File: config.mk
export PLATFORM = sky130hd
export DESIGN_NAME = ps2_mouse_tracker
export DESIGN_NICKNAME = d
export VERILOG_FILES = /design/src/rtl/ps2_mouse_tracker_pkg.sv /design/src/rtl/ps2_rx_frame.sv /design/src/rtl/ps2_mouse_tracker.sv
export SDC_FILE = /design/constraint.sdc
export NUM_CORES = 1
export LEC_CHECK = 0
export ABC_CLOCK_PERIOD_IN_PS = 9400
export CAP_MARGIN = 5
export CORE_MARGIN = 3
export CORE_UTILIZATION = 50
export DETAILED_ROUTE_END_ITERATION = 6
export HOLD_SLACK_MARGIN = 0.12
export PLACE_DENSITY = 0.77
export SKIP_LAST_GASP = 1
export SLEW_MARGIN = 20
export SYNTH_ARGS = -nofsm -noshare
export SYNTH_HDL_FRONTEND = slang
export SYNTH_SLANG_ARGS = --single-unit
File: constraint.sdc
create_clock -name clk -period 9.4 [get_ports clk]
set_clock_uncertainty 0.15 [all_clocks]
set_input_delay 1.41 -clock clk [delete_from_list [all_inputs] [get_ports clk]]
set_output_delay 1.41 -clock clk [all_outputs]
set_load 0.1 [all_outputs]
File: src/rtl/ps2_mouse_tracker_pkg.sv
// Shared types for the PS/2 mouse tracker: FSM state enums, packet header layout
// and the 11-bit screen-coordinate type shared with the physics step.
package ps2_mouse_tracker_pkg;

    typedef enum logic [1:0] {
        BIT_IDLE,
        BIT_DATA,
        BIT_PARITY,
        BIT_STOP
    } bit_state_t;

    typedef enum logic [1:0] {
        PKT_B0,
        PKT_B1,
        PKT_B2
    } pkt_state_t;

    // Bit positions inside the first (header) byte of a mouse packet.
    localparam int B0_LEFT  = 0;
    localparam int B0_SYNC  = 3;
    localparam int B0_XSIGN = 4;
    localparam int B0_YSIGN = 5;
    localparam int B0_XOVF  = 6;
    localparam int B0_YOVF  = 7;

    typedef logic [10:0] coord_t;

    typedef struct packed {
        logic yovf;
        logic xovf;
        logic ysign;
        logic xsign;
        logic left;
    } hdr_t;

    function automatic coord_t clamp_coord(input logic signed [12:0] v,
                                           input logic signed [12:0] hi);
        coord_t r;
        if (v < 13'sd0)
            r = '0;
        else if (v > hi)
            r = hi[10:0];
        else
            r = v[10:0];
        return r;
    endfunction

endpackage

File: src/rtl/ps2_rx_frame.sv
// PS/2 frame receiver: pin synchronisers, falling-edge detect, 11-bit frame FSM and
// idle timeout. Parity is checked only when PS2_PARITY_CHECK_EN is defined.
module ps2_rx_frame
    import ps2_mouse_tracker_pkg::*;
#(
    parameter int TIMEOUT_CYCLES = 100000
) (
    input  logic       clk,
    input  logic       rst,
    input  logic       ps2_clk,
    input  logic       ps2_data,
    output logic       byte_valid,
    output logic [7:0] byte_data,
    output logic       frame_err,
    output logic       timeout
);

    localparam int TW = $clog2(TIMEOUT_CYCLES + 1);
    localparam logic [TW-1:0] TMO_MAX  = TW'(TIMEOUT_CYCLES);
    localparam logic [TW-1:0] TMO_LAST = TW'(TIMEOUT_CYCLES - 1);

    logic [1:0]    clk_sync;
    logic [1:0]    data_sync;
    logic          clk_prev;
    logic          fall;
    logic          bit_in;
    bit_state_t    state_q, state_d;
    logic [2:0]    bit_cnt;
    logic [7:0]    shift;
    logic [TW-1:0] tmo_cnt;
    logic          parity_ok;
    logic          stop_edge;

    // Pins idle high, so the synchronisers reset to 1 to avoid a false edge.
    always_ff @(posedge clk or negedge rst) begin
        if (!rst) begin
            clk_sync  <= 2'b11;
            data_sync <= 2'b11;
            clk_prev  <= 1'b1;
        end else begin
            clk_sync  <= {clk_sync[0], ps2_clk};
            data_sync <= {data_sync[0], ps2_data};
            clk_prev  <= clk_sync[1];
        end
    end

    assign fall    = clk_prev & ~clk_sync[1];
    assign bit_in  = data_sync[1];
    assign timeout = !fall && (tmo_cnt == TMO_LAST);

    always_ff @(posedge clk or negedge rst) begin
        if (!rst)
            state_q <= BIT_IDLE;
        else
            state_q <= state_d;
    end

    always_comb begin
        state_d = state_q;
        case (state_q)
            BIT_IDLE:   if (fall && !bit_in)          state_d = BIT_DATA;
            BIT_DATA:   if (fall && bit_cnt == 3'd7)  state_d = BIT_PARITY;
            BIT_PARITY: if (fall)                     state_d = BIT_STOP;
            BIT_STOP:   if (fall)                     state_d = BIT_IDLE;
            default:                                  state_d = BIT_IDLE;
        endcase
        if (timeout)
            state_d = BIT_IDLE;
    end

`ifdef PS2_PARITY_CHECK_EN
    logic par_bit;

    always_ff @(posedge clk or negedge rst) begin
        if (!rst)
            par_bit <= 1'b0;
        else if (fall && state_q == BIT_PARITY)
            par_bit <= bit_in;
    end

    // Odd parity over the data byte plus the parity bit.
    assign parity_ok = ^{shift, par_bit};
`else
    assign parity_ok = 1'b1;
`endif

    always_ff @(posedge clk or negedge rst) begin
        if (!rst) begin
            bit_cnt <= '0;
            shift   <= '0;
            tmo_cnt <= '0;
        end else begin
            // Counter saturates so an idle line yields one timeout pulse only.
            if (fall)
                tmo_cnt <= '0;
            else if (tmo_cnt != TMO_MAX)
                tmo_cnt <= tmo_cnt + 1'b1;

            if (fall) begin
                case (state_q)
                    BIT_IDLE: bit_cnt <= '0;
                    BIT_DATA: begin
                        shift   <= {bit_in, shift[7:1]};
                        bit_cnt <= bit_cnt + 3'd1;
                    end
                    default: ;
                endcase
            end
        end
    end

    assign stop_edge  = fall && (state_q == BIT_STOP);
    assign byte_valid = stop_edge && bit_in && parity_ok;
    assign frame_err  = stop_edge && !(bit_in && parity_ok);
    assign byte_data  = shift;

endmodule

File: src/rtl/ps2_mouse_tracker.sv
// PS/2 mouse tracker top: 3-byte packet assembly, clamped cursor accumulation and
// left-click edge detection. Optional parity checking via PS2_PARITY_CHECK_EN.
module ps2_mouse_tracker
    import ps2_mouse_tracker_pkg::*;
#(
    parameter int RES_X          = 1280,
    parameter int RES_Y          = 800,
    parameter int TIMEOUT_CYCLES = 100000
) (
    input  logic   clk,
    input  logic   rst,
    input  logic   ps2_clk,
    input  logic   ps2_data,
    output coord_t mouse_x,
    output coord_t mouse_y,
    output logic   mouse_click,
    output logic   packet_valid,
    output logic   frame_err
);

    localparam coord_t CENTER_X = coord_t'(RES_X / 2);
    localparam coord_t CENTER_Y = coord_t'(RES_Y / 2);
    localparam logic signed [12:0] MAX_X = 13'(RES_X - 1);
    localparam logic signed [12:0] MAX_Y = 13'(RES_Y - 1);

    logic              rx_valid;
    logic [7:0]        rx_byte;
    logic              rx_err;
    logic              rx_timeout;
    pkt_state_t        pkt_q, pkt_d;
    logic              packet_done;
    hdr_t              hdr;
    logic [7:0]        b1;
    logic              prev_left;
    logic signed [12:0] dx, dy, x_sum, y_sum;

    ps2_rx_frame #(
        .TIMEOUT_CYCLES(TIMEOUT_CYCLES)
    ) u_rx (
        .clk       (clk),
        .rst       (rst),
        .ps2_clk   (ps2_clk),
        .ps2_data  (ps2_data),
        .byte_valid(rx_valid),
        .byte_data (rx_byte),
        .frame_err (rx_err),
        .timeout   (rx_timeout)
    );

    always_ff @(posedge clk or negedge rst) begin
        if (!rst)
            pkt_q <= PKT_B0;
        else
            pkt_q <= pkt_d;
    end

    // A header without the always-one sync bit is dropped so the stream resyncs.
    always_comb begin
        pkt_d       = pkt_q;
        packet_done = 1'b0;
        if (rx_valid) begin
            case (pkt_q)
                PKT_B0: if (rx_byte[B0_SYNC]) pkt_d = PKT_B1;
                PKT_B1: pkt_d = PKT_B2;
                PKT_B2: begin
                    pkt_d       = PKT_B0;
                    packet_done = 1'b1;
                end
                default: pkt_d = PKT_B0;
            endcase
        end
        if (rx_err || rx_timeout)
            pkt_d = PKT_B0;
    end

    // PS/2 +Y points up while screen y grows downward, hence the subtraction.
    always_comb begin
        dx    = hdr.xovf ? 13'sd0 : {{4{hdr.xsign}}, hdr.xsign, b1};
        dy    = hdr.yovf ? 13'sd0 : {{4{hdr.ysign}}, hdr.ysign, rx_byte};
        x_sum = $signed({2'b00, mouse_x}) + dx;
        y_sum = $signed({2'b00, mouse_y}) - dy;
    end

    always_ff @(posedge clk or negedge rst) begin
        if (!rst) begin
            mouse_x      <= CENTER_X;
            mouse_y      <= CENTER_Y;
            mouse_click  <= 1'b0;
            packet_valid <= 1'b0;
            frame_err    <= 1'b0;
            prev_left    <= 1'b0;
            hdr          <= '0;
            b1           <= '0;
        end else begin
            mouse_click  <= 1'b0;
            packet_valid <= 1'b0;
            frame_err    <= rx_err;
            if (rx_valid && pkt_q == PKT_B0 && rx_byte[B0_SYNC]) begin
                hdr.left  <= rx_byte[B0_LEFT];
                hdr.xsign <= rx_byte[B0_XSIGN];
                hdr.ysign <= rx_byte[B0_YSIGN];
                hdr.xovf  <= rx_byte[B0_XOVF];
                hdr.yovf  <= rx_byte[B0_YOVF];
            end
            if (rx_valid && pkt_q == PKT_B1)
                b1 <= rx_byte;
            if (packet_done) begin
                mouse_x      <= clamp_coord(x_sum, MAX_X);
                mouse_y      <= clamp_coord(y_sum, MAX_Y);
                packet_valid <= 1'b1;
                mouse_click  <= hdr.left && !prev_left;
                prev_left    <= hdr.left;
            end
        end
    end

endmodule

# [Word level (Yosys, flattened, before mapping)]
# Index checks and enable logic that the tools add are counted.
[totals] reg_bits=76 out_inout_bits=25 inputBits=4 word_cells=89
[op_classes] bitwise=2 mux=23 reduce_logical=23 n_lt_le_gt_ge=4 n_addsub=4 n_eq_ne=13
[ops] operator="11-bit 2-to-1 mux" count=4
[ops] operator="17-bit 2-to-1 mux" count=2
[ops] operator="13-bit by 1-bit less-than comparator with 1-bit output, second input constant" count=2
[ops] operator="13-bit 2-to-1 mux" count=2
[ops] operator="17-bit by 1-bit adder with 17-bit output, second input constant" count=1
[ops] operator="17-bit == test, second input constant" count=1
[ops] operator="17-bit inequality test, second input constant" count=1
[ops] operator="2-bit 2-to-1 mux" count=8
[ops] operator="3-bit by 2-bit inequality test with 1-bit output, second input constant" count=5
[ops] operator="12-bit by 13-bit adder with 13-bit output" count=1
[ops] operator="13-bit by 11-bit > comparator with 1-bit output, second input constant" count=1
[ops] operator="13-bit by 12-bit > comparator with 1-bit output, second input constant" count=1
[ops] operator="12-bit by 13-bit subtractor with 13-bit output" count=1
[ops] operator="1-bit logical AND" count=10
[ops] operator="2-bit one-hot mux with 4 select lines" count=1
[ops] operator="2-bit == test, second input constant" count=3
[ops] operator="3-bit one-hot mux with 2 select lines" count=1
[ops] operator="2-bit AND reduction" count=3
[ops] operator="2-bit nonzero test" count=3
[ops] operator="2-bit by 1-bit == test with 1-bit output, second input constant" count=2
[ops] operator="2-bit logical NOT" count=2
[ops] operator="1-bit 2-to-1 mux" count=4
[ops] operator="2-bit one-hot mux with 2 select lines" count=1
[ops] operator="4-bit AND reduction" count=1
[ops] operator="other kinds (6)" count=8

# [Longest topological paths before layout]
[logic_depth] depth_word=7 ltp_mapped=13 depth_no_buf=11

# [By module]
# Synthesis repeated with hierarchy kept, for this count alone.
[hier_totals] cells_unflattened=443 hier_area_um2=4573.1
[by_module_without_submodules] module="ps2_mouse_tracker" cells_each=280 area_each_um2=2829.0 seq_area_each_um2=1032.2 instances=1
[by_module_without_submodules] module="ps2_rx_frame" cells_each=163 area_each_um2=1744.2 seq_area_each_um2=882.1 instances=1

# [Worst setup path before layout]
# OpenSTA, ideal clock, no wires.
[synth_path] kind="reg2reg" startpoint="register mouse_y[0]" endpoint="register mouse_y[5]" setup_slack_ns=5.993 path_stages_with_launch=11 required_ns=9.122 setup_ns=0.128 arrival_ns=3.129 synth_period_minus_slack_ns=3.407 path_cell_list="dfrtp_1 > inv_1 > ha_1 > fa_1 > nand3b_1 > a21boi_1 > a211oi_1 > a21oi_1 > mux2i_1 > o21bai_1 > o31ai_1"
[synth_between] elab_chain_cells=4
[synth_rtl] element="start, declared" line_no="ps2_mouse_tracker.sv:15" source="output coord_t mouse_y,"
[synth_rtl] element="start signal, assigned" line_no="ps2_mouse_tracker.sv:109" source="mouse_y <= clamp_coord(y_sum, MAX_Y);"
[synth_rtl] element="12-bit by 13-bit subtractor with 13-bit output (*)" line_no="ps2_mouse_tracker.sv:81" source="y_sum = $signed({2'b00, mouse_y}) - dy;"
[synth_rtl] element="13-bit by 11-bit > comparator with 1-bit output" line_no="ps2_mouse_tracker_pkg.sv:41" source="else if (v > hi)"
[synth_rtl] element="11-bit 2-to-1 mux" line_no="ps2_mouse_tracker_pkg.sv:41"
[synth_rtl] element="11-bit 2-to-1 mux (*)" line_no="ps2_mouse_tracker_pkg.sv:39" source="if (v < 13'sd0)"
# Mark *: on every way between the ends. The rest lies on a longest branch, timed or not.
# A chain may end at the register's enable or synchronous reset.

# [Final worst setup path]
[layout_path] startpoint="register mouse_x[9]" endpoint="output port mouse_x[9]"
[layout_lines] element="start, declared" line_no="ps2_mouse_tracker.sv:14" source="output coord_t mouse_x,"
[layout_lines] element="start signal, assigned" line_no="ps2_mouse_tracker.sv:108" source="mouse_x <= clamp_coord(x_sum, MAX_X);"
# No word-level cell between the ends.

==> impl_metrics.toml <==
[routing]
postRouteAntennaNets = 0
routed-via-count = 3470
drt_iter0_drc = 123
detail_route.vias_per_cell = 5.82
wl_per_cell_um = 15.2
drc = 0
first_pass_iters = 4
wirelength_mm = 9.07

[floorplanning]
die_height_um = 101
start_util_pct = 51.8
fp-row-count = 34
die_area_um2 = 10300
core_um2 = 8760
ios = 29
die_x_um = 101

[clocking]
tritoncts = "done"
cts_root_buf = "clkbuf_8"
clock_sinks = 76
cts_made_buffers = 9
cts_resized = 0
cts.path.max_buffers = 2
cts_htree_levels = 3
hold_buffers = 0
post_cts_buffers = 0
path_clk_slew_ps = 80
insertion_delay_ps = 350

[setup_path]
crit_path_cell_trace = "clkdlybuf4s50_1"
worstPathBufferInverterCount = 1
r2r_slack_ps = 5970
crit_path_end_kind = "primary output"
startpoint_type = "flop"
arrival_ps = 2120
cp.required_ps = 7840
max_stage_delay_ps = 1160
crit_type = "reg2out"
r2r_end = "mouse_x[3]$_DFFE_PN0P_"
cp_top_family = "buffers and inverters"
reg2reg_depth = 11
reg2reg_from = "hdr[3]$_DFFE_PN0P_"
cp_max_fo = 10
crit_start = "mouse_x[9]$_DFFE_PN1P_"
slowest_stage = "clkdlybuf4s50_1"

[place]
placedCellCount = 580
dpl.hpwl_mm = 6.54
io_buffer_count = 28
preCtsSetupSlack_ps = 6040
gp_congestion = 0.914
dpl_cell_area_um2 = 4920

[yosys]
syn_nets = 487
synth_area_um2 = 4540
synth-seq-area-share_pct = 42.2
synth_edf_count = 0
synthArstFlopShare_pct = 100
ys_seq_elements = 76
synthCells = 452
ys.flop_type = "dfrtp_1"
avgSynthCellArea_um2 = 10.0
synth_cell_types = 65
yosysWarningCount = 0
synthTopCellsByArea = "dfrtp_1 36%, ha_1 8.0%, dfstp_2 5.8%"
yosysTopAreaCellShare_pct = 36.4
synth_area_leader_cell = "dfrtp_1"

[timing]
drv_slew = 0
tns_ps = 0
max_slew_margin_pct = 34.8
finalCriticalPeriod_ps = 3680
layout_setup_ws_ps = 5720
tightest_slew_ps = 975
fmax_mhz = 271
hold_viol = 0
setup_violations = 0
rsz0062_at_grt = "no"
period_share_pct = 39.2

[global_routing]
grtUsageTotal_pct = 19.0
grt_start_max_net_pins = 77
grt_busiest_layer = "met2"
grt_pass1_wl_mm = 15.8
antenna_found_initial = 0
grt_use_met1_pct = 23.8
first_global_vias = 3486
met2_usage_pct = 33.4
grt_util_met3_pct = 4.55
grt-ovfl-total = 0

[hold_path]
hold_start = "u_rx.data_sync[0]$_DFF_PN1_"
min_path_cells = 0
holdPathEnd = "u_rx.data_sync[1]$_DFF_PN1_"
hold_path_class = "reg2reg"

[final_layout]
drive_gt1_share_pct = 12.3
fill_cells = 763
final_common_cell = "dfrtp_1"
antennaDiodeCount = 0
final_area_um2 = 5130
final_cells = 596
fin_nets = 518
area_growth_pct = 13.0
mostFrequentLayoutCells = "66 x dfrtp_1, 39 x nand2_1, 39 x nor2_1"
multi_input_area_um2 = 2510
regArea_um2 = 1910

[power]
peakVddDrop_mv = 0.174
leakage_nw = 2.29
p_per_area_nw_per_um2 = 193

[flow_run]
cap_violations = 0

[status]
status = "complete, no violations"
-- sequential cells by signal (all words and copies together) (netlist names), 2 cells and up --
name            cells
u_rx.state_q        2
mouse_y            11
u_rx.clk_sync       2
mouse_x            11
u_rx.tmo_cnt       17
hdr                 5
b1                  8
pkt_q               2
u_rx.data_sync      2
u_rx.byte_data      8
u_rx.bit_cnt        3
-- cell type report --
class	count	share of cell area (%)
Sequential cell	76	37.3
Clock inverter	3	0.903
Inverter	18	1.32
Multi-Input combinational cell	348	49.0
Timing Repair Buffer	30	5.71
Tap cell	108	2.63
Clock buffer	13	3.10
-- kinds of logic after synthesis --
kind of cell             after synthesis  share of synthesized area, %
AO/OA/AOI/OAI                        104                          16.5
XOR/XNOR                              25                          4.83
adder cells (fa/ha/maj)               31                          8.88
buffers and inverters                 28                          2.40
flip-flops                            76                          42.2
multiplexers                          29                          7.14
AND/OR/NAND/NOR                      159                          18.1
-- layer usage --
metal	wire, um	up-vias	part of all wire (%)
li1	-	1700	-
met1	3980	1708	44
met2	4700	55	52
met3	323	7	3.6
met4	61	0	0.67
met5	0	-	0
-- power breakdown --
part	total [mW]	internal, mW	switching (mW)
logic	0.333	0.146	0.187
registers	0.403	0.364	0.0390
clock network	0.255	0.138	0.117
total	0.991	0.648	0.343
-- cells in the mapped netlist (all sizes together) (5+ instances only) --
library cell / number
dfrtp: 66
nand2: 39
nor2: 39
ha: 29
mux2: 24
a21oi: 23
o21ai: 21
inv: 18
nor2b: 15
xnor2: 13
xor2: 12
nand2b: 11
nand3: 11
dfstp: 10
nor3: 10
and2: 8
a221oi: 6
clkbuf: 6
o31ai: 6
a211oi: 5
a21boi: 5
mux2i: 5
o21a: 5
-- worst max-delay path by stage --
stage | end | slack [ps] | cells past startpoint
floorplan | mouse_y[5]$_DFFE_PN0P_ | 5990 | 10
global placement | mouse_x[9] | 6100 | 1
detailed placement | mouse_x[3]$_DFFE_PN0P_ | 6040 | 11
CTS | mouse_x[9] | 5700 | 1
global route | mouse_x[9] | 5670 | 1
finish | mouse_x[9] | 5720 | 1
-- through the flow --
stage / power (mW) / hold slack (ps) / util [%]
floorplan: 0.662 / 195 / -
global placement: 0.723 / 196 / 56.2
detailed placement: 0.739 / 201 / 56.2
CTS: 1.00 / 212 / 58.5
global route: 1.06 / 214 / 58.5
finish: 0.991 / 210 / 58.5
(Power assumes the default switching activity.)
